[src/rtl/ltch_wr_sched.sv]
// Round-robin write scheduler for a latch bank.
// Each write runs setup, one enable pulse, then hold.
module ltch_wr_sched #(
  parameter int NREQ     = 4,
  parameter int DW       = 8,
  parameter int DEPTH    = 8,
  parameter int HOLD_CYC = 1
) (
  input  logic                 clk,
  input  logic                 rst,
  input  logic [NREQ-1:0]      req_i,
  input  logic [NREQ*(DEPTH > 1 ? $clog2(DEPTH) : 1)-1:0] addr_i,
  input  logic [NREQ*DW-1:0]   data_i,
  output logic [NREQ-1:0]      ack_o,
  output logic                 err_o,
  output logic [DEPTH-1:0]     ltch_en_o,
  output logic [DW-1:0]        ltch_data_o,
  output logic                 busy_o
);

  localparam int AW = DEPTH > 1 ? $clog2(DEPTH) : 1;
  localparam int PW = $clog2(NREQ);
  localparam int CW = 4;
  localparam logic [AW:0] DEPTH_L = (AW+1)'(DEPTH);
  localparam logic [DEPTH-1:0] ONE = 1;

  typedef enum logic [1:0] {
    IDLE, SETUP, PULSE, HOLD
  } state_t;

  state_t          state_q, state_d;
  logic [PW-1:0]   ptr_q, ptr_d;
  logic [PW-1:0]   win_q, win_d;
  logic [AW-1:0]   addr_q, addr_d;
  logic [DW-1:0]   dat_q, dat_d;
  logic [CW-1:0]   cnt_q, cnt_d;
  logic [DEPTH-1:0] en_q, en_d;
  logic [NREQ-1:0] ack_q, ack_d;
  logic            err_q, err_d;

  logic            gnt_vld;
  logic [PW-1:0]   gnt_idx;
  logic            oor;
  int              j;

  assign oor = {1'b0, addr_q} >= DEPTH_L;

  // First requester at or after the pointer, wrapping.
  always_comb begin
    gnt_vld = 1'b0;
    gnt_idx = '0;
    j = 0;
    for (int i = 0; i < NREQ; i++) begin
      j = int'(ptr_q) + i;
      if (j >= NREQ) j = j - NREQ;
      if (!gnt_vld && req_i[j]) begin
        gnt_vld = 1'b1;
        gnt_idx = PW'(j);
      end
    end
  end

  // Next state; outputs are computed one cycle ahead and registered.
  always_comb begin
    state_d = state_q;
    ptr_d   = ptr_q;
    win_d   = win_q;
    addr_d  = addr_q;
    dat_d   = dat_q;
    cnt_d   = cnt_q;
    en_d    = '0;
    ack_d   = '0;
    err_d   = 1'b0;
    unique case (state_q)
      IDLE: begin
        if (gnt_vld) begin
          win_d   = gnt_idx;
          addr_d  = addr_i[gnt_idx*AW +: AW];
          dat_d   = data_i[gnt_idx*DW +: DW];
          state_d = SETUP;
        end
      end
      SETUP: begin
        state_d = PULSE;
        if (!oor) en_d = ONE << addr_q;
      end
      PULSE: begin
        state_d = HOLD;
        cnt_d   = CW'(HOLD_CYC - 1);
        if (HOLD_CYC == 1) begin
          ack_d[win_q] = 1'b1;
          err_d        = oor;
        end
      end
      HOLD: begin
        if (cnt_q == '0) begin
          state_d = IDLE;
          if (win_q == PW'(NREQ - 1)) ptr_d = '0;
          else ptr_d = win_q + 1'b1;
        end else begin
          cnt_d = cnt_q - 1'b1;
          if (cnt_q == CW'(1)) begin
            ack_d[win_q] = 1'b1;
            err_d        = oor;
          end
        end
      end
      default: state_d = IDLE;
    endcase
  end

  // State and output registers.
  always_ff @(posedge clk) begin
    if (rst) begin
      state_q <= IDLE;
      ptr_q   <= '0;
      win_q   <= '0;
      addr_q  <= '0;
      dat_q   <= '0;
      cnt_q   <= '0;
      en_q    <= '0;
      ack_q   <= '0;
      err_q   <= 1'b0;
    end else begin
      state_q <= state_d;
      ptr_q   <= ptr_d;
      win_q   <= win_d;
      addr_q  <= addr_d;
      dat_q   <= dat_d;
      cnt_q   <= cnt_d;
      en_q    <= en_d;
      ack_q   <= ack_d;
      err_q   <= err_d;
    end
  end

  assign ack_o       = ack_q;
  assign err_o       = err_q;
  assign ltch_en_o   = en_q;
  assign ltch_data_o = dat_q;
  assign busy_o      = state_q != IDLE;

`ifdef PLATFORM_SIM
  a_onehot: assert property (@(posedge clk) $onehot0(en_q));
  a_no_b2b: assert property (@(posedge clk) disable iff (rst)
    (|en_q) |=> !(|en_q));
`endif

endmodule

[config.mk]
export PLATFORM = sky130hd
export DESIGN_NAME = ltch_wr_sched
export DESIGN_NICKNAME = d
export VERILOG_FILES = /design/src/rtl/ltch_wr_sched.sv
export SDC_FILE = /design/constraint.sdc
export NUM_CORES = 1
export LEC_CHECK = 0
export ABC_AREA = 1
export CORE_MARGIN = 3
export CORE_UTILIZATION = 49
export CTS_CLUSTER_DIAMETER = 60
export DETAILED_ROUTE_END_ITERATION = 8
export PLACE_DENSITY_LB_ADDON = 0.05
export SLEW_MARGIN = 20
export SYNTH_ARGS = -nofsm -noshare
export SYNTH_HDL_FRONTEND = slang
export SYNTH_SLANG_ARGS = --single-unit
[constraint.sdc]
create_clock -name clk -period 2.7 [get_ports clk]
set_clock_uncertainty 0.1 [all_clocks]
set_input_delay 0.54 -clock clk [delete_from_list [all_inputs] [get_ports clk]]
set_output_delay 0.54 -clock clk [all_outputs]
set_load 0.02 [all_outputs]
Yosys cells after proc, flatten, opt, wreduce, memory -nomap -nowiden
Cells that the tools add are included.
Cells by class
  $add $sub $neg: 9
  $mul: 1
  div/mod/pow operators: 0
  magnitude comparators: 10
  equal/unequal tests: 8
  shift-type cells: 3
  mux-type cells: 35
  bitwise logic cells: 1
  reductions and logical operators: 16
Operators with widths (number)
  32-bit by 4-bit < comparator with 1-bit output (second input constant): 4
  32-bit two-way mux: 4
  32-bit by 6-bit indexed part select with 8-bit output: 1
  4-bit one-hot mux with 2 select lines: 2
  2-bit two-way mux: 7
  1-bit two-way mux: 13
  4-bit two-way mux: 3
  12-bit by 5-bit indexed part select with 3-bit output: 1
  3-bit by 3-bit subtractor with 4-bit output (second input constant): 3
  3-bit greater-or-equal comparator (second input constant): 3
  1-bit binary-select mux with 2-bit select: 4
  2-bit one-hot mux with 4 select lines: 1
  2-bit AND reduction: 4
  1-bit by 3-bit << shifter with 8-bit output (first input constant): 1
  2-bit by 2-bit adder with 3-bit output (second input constant): 2
  2-bit equality test (second input constant): 3
  2-bit != test (second input constant): 3
  4-bit by 1-bit equality test with 1-bit output (second input constant): 1
  1-bit logical AND: 4
  4-bit zero test: 1
  2-bit by 2-bit multiplier with 4-bit output (second input constant): 1
  2-bit nonzero test: 2
  2-bit by 3-bit subtractor with 4-bit output (second input constant): 1
  4-bit by 1-bit subtractor with 4-bit output (second input constant): 1
  11 further kinds: 13
Word-level totals
  register bits after elaboration: 33
  latch bits: 0
  RAM bits: 0
  bits in read-only memories: 0
  input port bits: 50
  output and inout bits: 22
  logic and storage cells: 91
  memories: 0

Logic depth before layout (Yosys ltp)
Gate-level depths: netlist of run 1.
  depth in word-level cells: 17
  depth in mapped cells: 16
  depth with buffers taken out: 15

Worst setup path before layout of run 1
No wires, ideal clock.
  path type: input to register
  from: input port req_i[2]
  to: register addr_q[2]
  setup time: 109 ps
  data arrival time: 1705 ps
  setup slack: 786 ps
  stages on the path: 15
  path through: inv_1 -> nand2_1 -> nand3_2 -> nand2_2 -> nor2_1 -> nor2_2 -> nand2_4 -> nand2_4 -> buf_6 -> buf_8 -> nand2_2 -> nand3_1 -> nand3_1 -> nand2_1 -> inv_1
Between the ends
  cells in the longest elaborated chain, start to end: 15
RTL lines
  start, declared: line 11  | input logic [NREQ-1:0] req_i,
  1-bit binary-select mux with 2-bit select: line 56  | if (!gnt_vld && req_i[j]) begin
  1-bit two-way mux (not written as such) (2 in a row): line 56
  1-bit two-way mux: line 56
  1-bit zero test: line 56
  1-bit logical AND: line 56
  1-bit two-way mux: line 56
  1-bit zero test: line 56
  1-bit logical AND: line 56
  1-bit two-way mux: line 56
  1-bit zero test: line 56
  1-bit logical AND: line 56
  2-bit two-way mux: line 56
  2-bit by 2-bit multiplier with 4-bit output: line 78  | addr_d = addr_i[gnt_idx*AW +: AW];
  12-bit by 5-bit indexed part select with 3-bit output: line 78
  end signal, assigned: line 128  | addr_q <= addr_d;
  end, declared: line 34  | logic [AW-1:0] addr_q, addr_d;
Parallel ways exist; a longest one is shown, timed or not. The select of a mux whose other input is x is not followed.
A chain may end at the register's enable or synchronous reset.

Worst setup path after layout of run 1
  from: register ptr_q[0]
  to: register addr_q[1]
Between the ends
  cells in the longest elaborated chain, start to end: 17
RTL lines
  start, declared: line 32  | logic [PW-1:0] ptr_q, ptr_d;
  start signal, assigned: line 126  | ptr_q <= ptr_d;
  parallel branches: the longest is 17 deep, another holds 3-bit by 3-bit subtractor with 4-bit output
Parallel ways; which one is timed is not known. The select of a mux whose other input is x is not followed.

==> impl_results.md, run 1 <==
- Worst-Skew Late Latency: 0.28 ns
- Final Hold Vio Count: 0
- Synth area leader: dfxtp_1
- Hold EP: ltch_en_o[5]
- Reg2reg setup slack: 0.26 ns
- Final critical-path share of the clock period: 0.9040
- Synth Instances: 318
- Antenna cells: 0
- RSZ-0062 raised after global routing: false
- Vias: 2109
- Pwr Density: 905.2 nW/um2
- Distinct cell type count of the synthesized netlist: 33
- Area share of the largest cell type after synthesis: 0.3110
- Fmax: about 410 MHz
- Post-synth net total: 379
- Worst IR Drop VDD: 0.0005468 V
- Comb pwr share: 0.602
- Crit path launch type: flop
- Total core area: between 4000 and 5000 um2
- Crit path kind: flop to flop
- Critical path buffer and inverter count: 2
- Post-route ant nets: 0
- Setup Buffers After CTS: 0
- Outcome: completed
- Die height: 71.85 um
- DRT iter0 DRCs: roughly 110
- Number of top-level pins: 72
- Hpwl dp: 3.892 mm
- Max_cap viols: 0
- Synth Warn #: 0
- Synth Flop Type: dfxtp_1
- Via/cell ratio: 4.782
- Reg2reg path depth: 13
- HP Start: addr_q[1]
- Register area: around 660 um2
- Final max-slew violation count: 0
- Area Overhead vs Synth: 38.57%
- Filler cell count: ~350
- Drt pass-1 iters: 4
- Register area share after synthesis: 0.3110
- DR DRC count: 0
- # setup viols final: 0
- Layout cells sized above 1: 0.1023
- Total CTS buffers: 5
- Die W: 71.85 um
- Max Fanout on Critical Path: 29
- Crit-path slowest cell: dfxtp_1
- Largest stage delay on the critical path: 0.64 ns
- Crit path capture type: flop
- Crit-path cells: inv_2, nand2_1, nand3_2, nand2_2, nor2_1, nor2_2, nand2_4, nand2_4, inv_2, nand2_1, nand2_1, a21oi_1, nor2_1
- CTS Buffer Depth: 2
- Crit path time final: 2.441 ns
- Pleak: 1.392 nW
- Final setup TNS: 0 ns
- Share of power burned in registers: 0.256
- CTS Root Buffer Type: clkbuf_8
- Remaining Overflow, GRT: 0
- Max H-tree Level: 2
- P_sw: 1.229 mW
- Worst EP arrival: around 2.5 ns
- Sw frac: 0.4611
- FFs w/ async S/R, synth: 0
- Worst r2r dst: addr_q[1]
- Global-route wire length before repair: roughly 8.4 mm
- Req. time, crit path: 2.78 ns
- CP dominant cell by count: nand2_1
- Worst Tran Pin Value: 0.5007 ns
- Hold path depth: 1
- Initial Util: 0.5199
- WL final: 4.964 mm
- Top post-synthesis cells by area: dfxtp_1, nand2_1, nor2_1, inv_1, ha_1
- IO Port Bufs: 70
- Syn_area_per_cell: approximately 6.7 um2
- Clock share of power: 0.142
- HP Class: flop to flop
- Pint: around 1.4 mW
- Cts repair resizes: 0
- Reg clk slew, reported paths: 0.07 ns
- Seq cells post-synth: 33
- GRT Total Usage: 0.2033
- DIE AREA: 5162 um2
- Family with the most delay on the worst path: simple AND/OR/NAND/NOR gates
- Clk sink count: 33
- Final core occ: 0.7205
- Nets: roughly 450
- Multi-input logic area: approximately 1200 um2
- Initial antenna violation count: 0
- Row count: 23
- EDFF count, synth: 0
- Worst reg2reg path startpoint: ptr_q[0]
- Placer Congestion: just under 0.9
- Routed wire per std cell: 11.26 um
- CTS tree: built
- Hold_buf cts: 0
- Number of global-route vias before repair: between 2000 and 2500
- Total Power: 2.665 mW
- Largest net degree at the start of global routing: 30
- Max_slew headroom: 0.6658
- Cell Area, Synth: 2125 um2
logic make-up (layout without fill, tap and decap cells):
kind of cell | count (synthesis) | count (layout) | synth area share
fa+ha+maj | 11 | 11 | 0.06478
xor+xnor | 1 | 1 | 0.004123
other cells | 1 | 1 | 0.001765
simple gates | 190 | 190 | 0.4252
compound gates | 30 | 30 | 0.08128
buf+inv | 52 | 125 | 0.1119
flops | 33 | 33 | 0.3110
how the worst max path moves through the flow:
stage,start,to,slack (ns),cells after the start
after CTS,ptr_q[0],addr_q[1],0.28,13
after global placement,req_i[2],ltch_data_o[5],0.10,14
after detailed placement,req_i[3],addr_q[1],0.07,14
after global routing,ptr_q[0],addr_q[1],0.01,13
final,ptr_q[0],addr_q[1],0.26,13
after floorplan,req_i[2],addr_q[2],0.79,15
worst reg2reg max path: cells and delay by family, from the launching register on:
family	cells	cell delay, ns
buffers and inverters	2	0.33
DFF	1	0.64
AOI/OAI and AO/OA	1	0.13
and+or+nand+nor	10	1.14
synthesized netlist by cell type (2+ instances only):
cell type	count
o21ai_0	8
nand2_2	11
nand3b_1	7
a21oi_2	2
dfxtp_1	33
nand3_2	3
nand3_1	22
nand2_1	81
buf_4	2
nor3_1	10
inv_2	3
nor2_1	45
nor2_2	2
nand2_4	5
a21oi_1	14
ha_1	11
inv_1	41
buf_6	3
cells in the final DEF (no fill, tap or decap):
master / synthesis / layout
nand3_4: 1 / 1
xnor2_1: 1 / 1
dfxtp_1: 33 / 33
nand3_1: 22 / 22
nor2_1: 45 / 45
a2bb2oi_1: 1 / 1
a21oi_1: 14 / 14
inv_1: 41 / 41
buf_4: 2 / 3
ha_1: 11 / 11
clkbuf_1: 1 / 1
o21ai_2: 1 / 1
nor2_2: 2 / 2
a21oi_2: 2 / 2
nand4_1: 1 / 1
buf_12: 0 / 1
a211oi_1: 1 / 1
nand2_1: 81 / 81
inv_2: 3 / 3
nor3_1: 10 / 10
nand3b_1: 7 / 7
or2_1: 1 / 1
nand2_2: 11 / 11
o21ai_0: 8 / 8
clkdlybuf4s50_1: 0 / 70
clkbuf_8: 0 / 6
a31o_2: 1 / 1
o21ai_1: 1 / 1
nor2_8: 1 / 1
nand2_4: 5 / 5
conb_1: 1 / 1
nand3_2: 3 / 3
o22ai_1: 1 / 1
sequential cells by signal, summed over array words and instances (netlist names):
| signal | cells |
|---|---|
| cnt_q | 4 |
| ptr_q | 2 |
| ltch_data_o | 8 |
| state_q | 2 |
| win_q | 2 |
| addr_q | 3 |
| ltch_en_o | 8 |
| ack_o | 4 |
cell type report:
| type | instances | share of cell area |
|---|---|---|
| clock buffers | 7 | 0.02932 |
| inverters | 44 | 0.05610 |
| multi-input cells | 233 | 0.4165 |
| flip-flops and latches | 33 | 0.2244 |
| well taps | 50 | 0.02125 |
| repair buffers | 74 | 0.2524 |
routing by layer:
| layer | part of all wire | routed length (um) | vias to the layer above | track usage |
|---|---|---|---|---|
| met2 | 0.51 | 2518 | 59 | 0.3582 |
| met3 | 0.059 | 291 | 5 | 0.04348 |
| li1 | - | - | 1136 | - |
| met5 | 0 | 0 | - | 0 |
| met4 | 0.011 | 55 | 0 | 0.07307 |
| met1 | 0.42 | 2099 | 909 | 0.2418 |
metrics by stage:
step	instances	hold WS (ns)	instance area, um2	setup slack (ns)
2_1_floorplan	318	0.3669	2125	0.7863
3_3_place_gp	434	0.3834	2858	0.1022
3_5_place_dp	434	0.3884	2858	0.06586
4_1_cts	441	0.4081	2944	0.2766
5_1_grt	441	0.4213	2944	0.01438
6_report	441	0.4068	2944	0.2592
power groups by stage:
stage               Sequential [mW]  Combinational (mW)  Clock (mW)
CTS                           0.683                1.62       0.388
finish                        0.682                1.60       0.378
detailed placement            0.693                1.60           0
global placement              0.687                1.58           0
global route                  0.694                1.82       0.405
floorplan                     0.742                1.16           0
No activity file was read; power rests on OpenSTA's default activity.
==> run 2: changes to the inputs <==
Settings changed: ABC_AREA 1 to unset, CORE_UTILIZATION 49 to 46, CTS_CLUSTER_DIAMETER 60 to 150.
==> run 2 against run 1 <==
- combinational power down 60%
- global-route usage down 0.15 points
- register-to-register slack better by 0.61 ns
- final cell count down 33%
- sequential share of layout area up 3.5 points
- critical path type is now flop to output port
- critical endpoint is now busy_o
==> impl_results.md, run 2 <==
- Pre-CTS setup slack: 0.1886 ns (+0.1227 ns)
- Global-route wire length before repair: 6.782 mm (-19%)
- Largest net degree at the start of global routing: 24 (-20%)
- Pwr Density: 625.7 nW/um2 (-31%)
- Number of top-level pins: 72 (unchanged)
- Crit-path cells: inv_1, ha_1, inv_1, clkdlybuf4s50_1
- Seq cells post-synth: 33 (unchanged)
- Cts repair resizes: 0 (unchanged)
- Synth area leader: dfxtp_1
- Worst-Skew Late Latency: 0.28 ns (about the same)
- Initial Util: 0.4973 (-0.02259)
- Filler cell count: 267 (-23%)
- Row count: 21 (-8.7%)
- Worst EP arrival: 1.69 ns (-0.83 ns)
- Max H-tree Level: 2 (unchanged)
- Via/cell ratio: 5.241 (+9.6%)
- # setup viols final: 0 (unchanged)
- Nets: 311 (-31%)
- FFs w/ async S/R, synth: 0 (unchanged)
- Placer Congestion: 0.7046 (-20%)
- Crit path time final: 2.330 ns (-0.1104 ns)
- Drt pass-1 iters: 5 (+1)
- IO Port Bufs: 70 (unchanged)
- Worst IR Drop VDD: 0.0004370 V (-20%)
- Top post-synthesis cells by area: dfxtp_1, mux2i_1, o221ai_2, ha_1, nor2_1
- Die W: 67.47 um (-6.1%)
- Final critical-path share of the clock period: 0.8631 (-0.04088)
- Distinct cell type count of the synthesized netlist: 35 (+6.1%)
- Worst Tran Pin Value: 0.7348 ns (+0.2342 ns)
- Fmax: 429.1 MHz (+4.7%)
- Hpwl dp: 3.396 mm (-13%)
- Total core area: 3495 um2 (-14%)
- Syn_area_per_cell: 9.819 um2 (+47%)
- Fin worst setup slack: 0.3696 ns (+0.1104 ns)
- Post-synth net total: 238 (-37%)
- Cell Area, Synth: 1738 um2 (-18%)
- Register area: 660.6 um2 (unchanged)
- Outcome: completed
- Clk sink count: 33 (unchanged)
- EDFF count, synth: 0 (unchanged)
- Max_slew headroom: 0.5100 (-0.1557)
- CTS tree: built
- Final setup TNS: 0 ns (unchanged)
- Final hold slack: 0.3721 ns (-0.03471 ns)
- GRT Total Usage: 0.2018 (-0.001463)
- CP dominant cell by count: inv_1
- Reg clk slew, reported paths: 0.07 ns (about the same)
- Die height: 67.47 um (-6.1%)
- RSZ-0062 raised after global routing: false
- Multi-input logic area: 989.7 um2 (-19%)
- Synth Flop Type: dfxtp_1
- Register area share after synthesis: 0.3801 (+0.06918)
- Synth Instances: 177 (-44%)
- DIE AREA: 4552 um2 (-12%)
- Crit path launch type: flop
- Critical path buffer and inverter count: 3 (+1)
- Setup Buffers After CTS: 0 (unchanged)
- Req. time, crit path: 2.06 ns (-0.72 ns)
- CTS Buffer Depth: 2 (unchanged)
- Family with the most delay on the worst path: buffers and inverters
- Area Overhead vs Synth: 46.58%
- Crit-path slowest cell: clkdlybuf4s50_1
- Number of global-route vias before repair: 1533 (-24%)
- Remaining Overflow, GRT: 0 (unchanged)
- DR DRC count: 0 (unchanged)
- Final Hold Vio Count: 0 (unchanged)
- Routed wire per std cell: 14.21 um (+26%)
- Pleak: 0.9809 nW (-30%)
- WL final: 4.191 mm (-16%)
- Antenna cells: 0 (unchanged)
- HP Class: flop to flop
- Layout cells sized above 1: 0.1004 (-0.001900)
- Vias: 1546 (-27%)
- Total CTS buffers: 5 (unchanged)
- CTS Root Buffer Type: clkbuf_8
- Post-route ant nets: 0 (unchanged)
- Max_cap viols: 0 (unchanged)
- Initial antenna violation count: 0 (unchanged)
- Commonest non-fill, non-tap cell in the layout: clkdlybuf4s50_1
- Most frequent cells after synthesis: dfxtp_1, mux2i_1, nor2_1, nand2_1, ha_1
- Hold_buf cts: 0 (unchanged)
- Crit path capture type: output port
- Crit path kind: flop to output port
- Area share of the largest cell type after synthesis: 0.3801 (+0.06918)
- Top-count cell post-synth: dfxtp_1
- Leading cell types in the layout, fill and taps excluded: clkdlybuf4s50_1, dfxtp_1, nor2_1, mux2i_1, nand2_1
- Reg2reg setup slack: 0.87 ns (+0.61 ns)
- Max Fanout on Critical Path: 4 (-86%)
- DRT iter0 DRCs: 59 (-48%)
- Final max-slew violation count: 0 (unchanged)
- Largest stage delay on the critical path: 0.61 ns (-0.03 ns)
- Synth Warn #: 0 (unchanged)
run 2: changes by cell type after synthesis, moves of 11 or more:
cell / delta
nor2_1: -20
nand3_1: -21
inv_1: -33
nand2_1: -66
mux2i_1: +25
nand2_2: -11
run 2: stage by stage:
stage / power [mW] / std cells / utilization / cell area (um2)
3_3_place_gp: 1.238 / 289 / 0.7078 / 2474
5_1_grt: 1.695 / 295 / 0.7290 / 2547
4_1_cts: 1.602 / 295 / 0.7290 / 2547
2_1_floorplan: 1.013 / 177 / - / 1738
3_5_place_dp: 1.265 / 289 / 0.7078 / 2474
6_report: 1.594 / 295 / 0.7290 / 2547
run 2: routing by layer:
metal	up-vias	global-route usage	wire length, um
met5	-	0	0
met4	0	0.06329	70
met3	8	0.07321	320
met2	59	0.3572	2164
met1	719	0.2223	1635
li1	760	-	-
run 2: path summary, 6_finish.rpt:
| kind | start | end | depth (start not counted) |
|---|---|---|---|
| min reg2reg | ltch_data_o[6] | ltch_data_o[6] | 2 |
| max | state_q[0] | busy_o | 4 |
| max reg2reg | ptr_q[0] | ltch_data_o[2] | 5 |
| min | ltch_data_o[6] | ltch_data_o[6] | 2 |
run 2: logic make-up (layout without fill, tap and decap cells):
family / Yosys count / count (layout) / synth area share
and+or+nand+nor: 63 / 63 / 0.1742
DFF: 33 / 33 / 0.3801
AOI/OAI and AO/OA: 29 / 29 / 0.1699
muxes: 25 / 25 / 0.1440
buffers and inverters: 15 / 87 / 0.05039
adders and majority gates: 11 / 11 / 0.07919
other: 1 / 1 / 0.002158
run 2: tightest hold or removal path, delay by kind of cell, from the launching register on:
family          cells  cell delay [ns]
compound gates      1             0.05
simple gates        1             0.06
flops               1             0.33
run 2: power by group:
part,switching (mW),internal [mW],leakage (nW)
Sequential,0.0602,0.564,0.269
Combinational,0.318,0.315,0.672
Clock,0.167,0.169,0.0399
Total,0.545,1.05,0.981
run 2: cell type report:
class,instances,area share
clock inverter,1,0.001965
sequential,33,0.2593
timing repair buffer,73,0.2888
multi-input combinational,129,0.3885
inverter,8,0.01179
clock buffer,5,0.02701
tap,46,0.02259
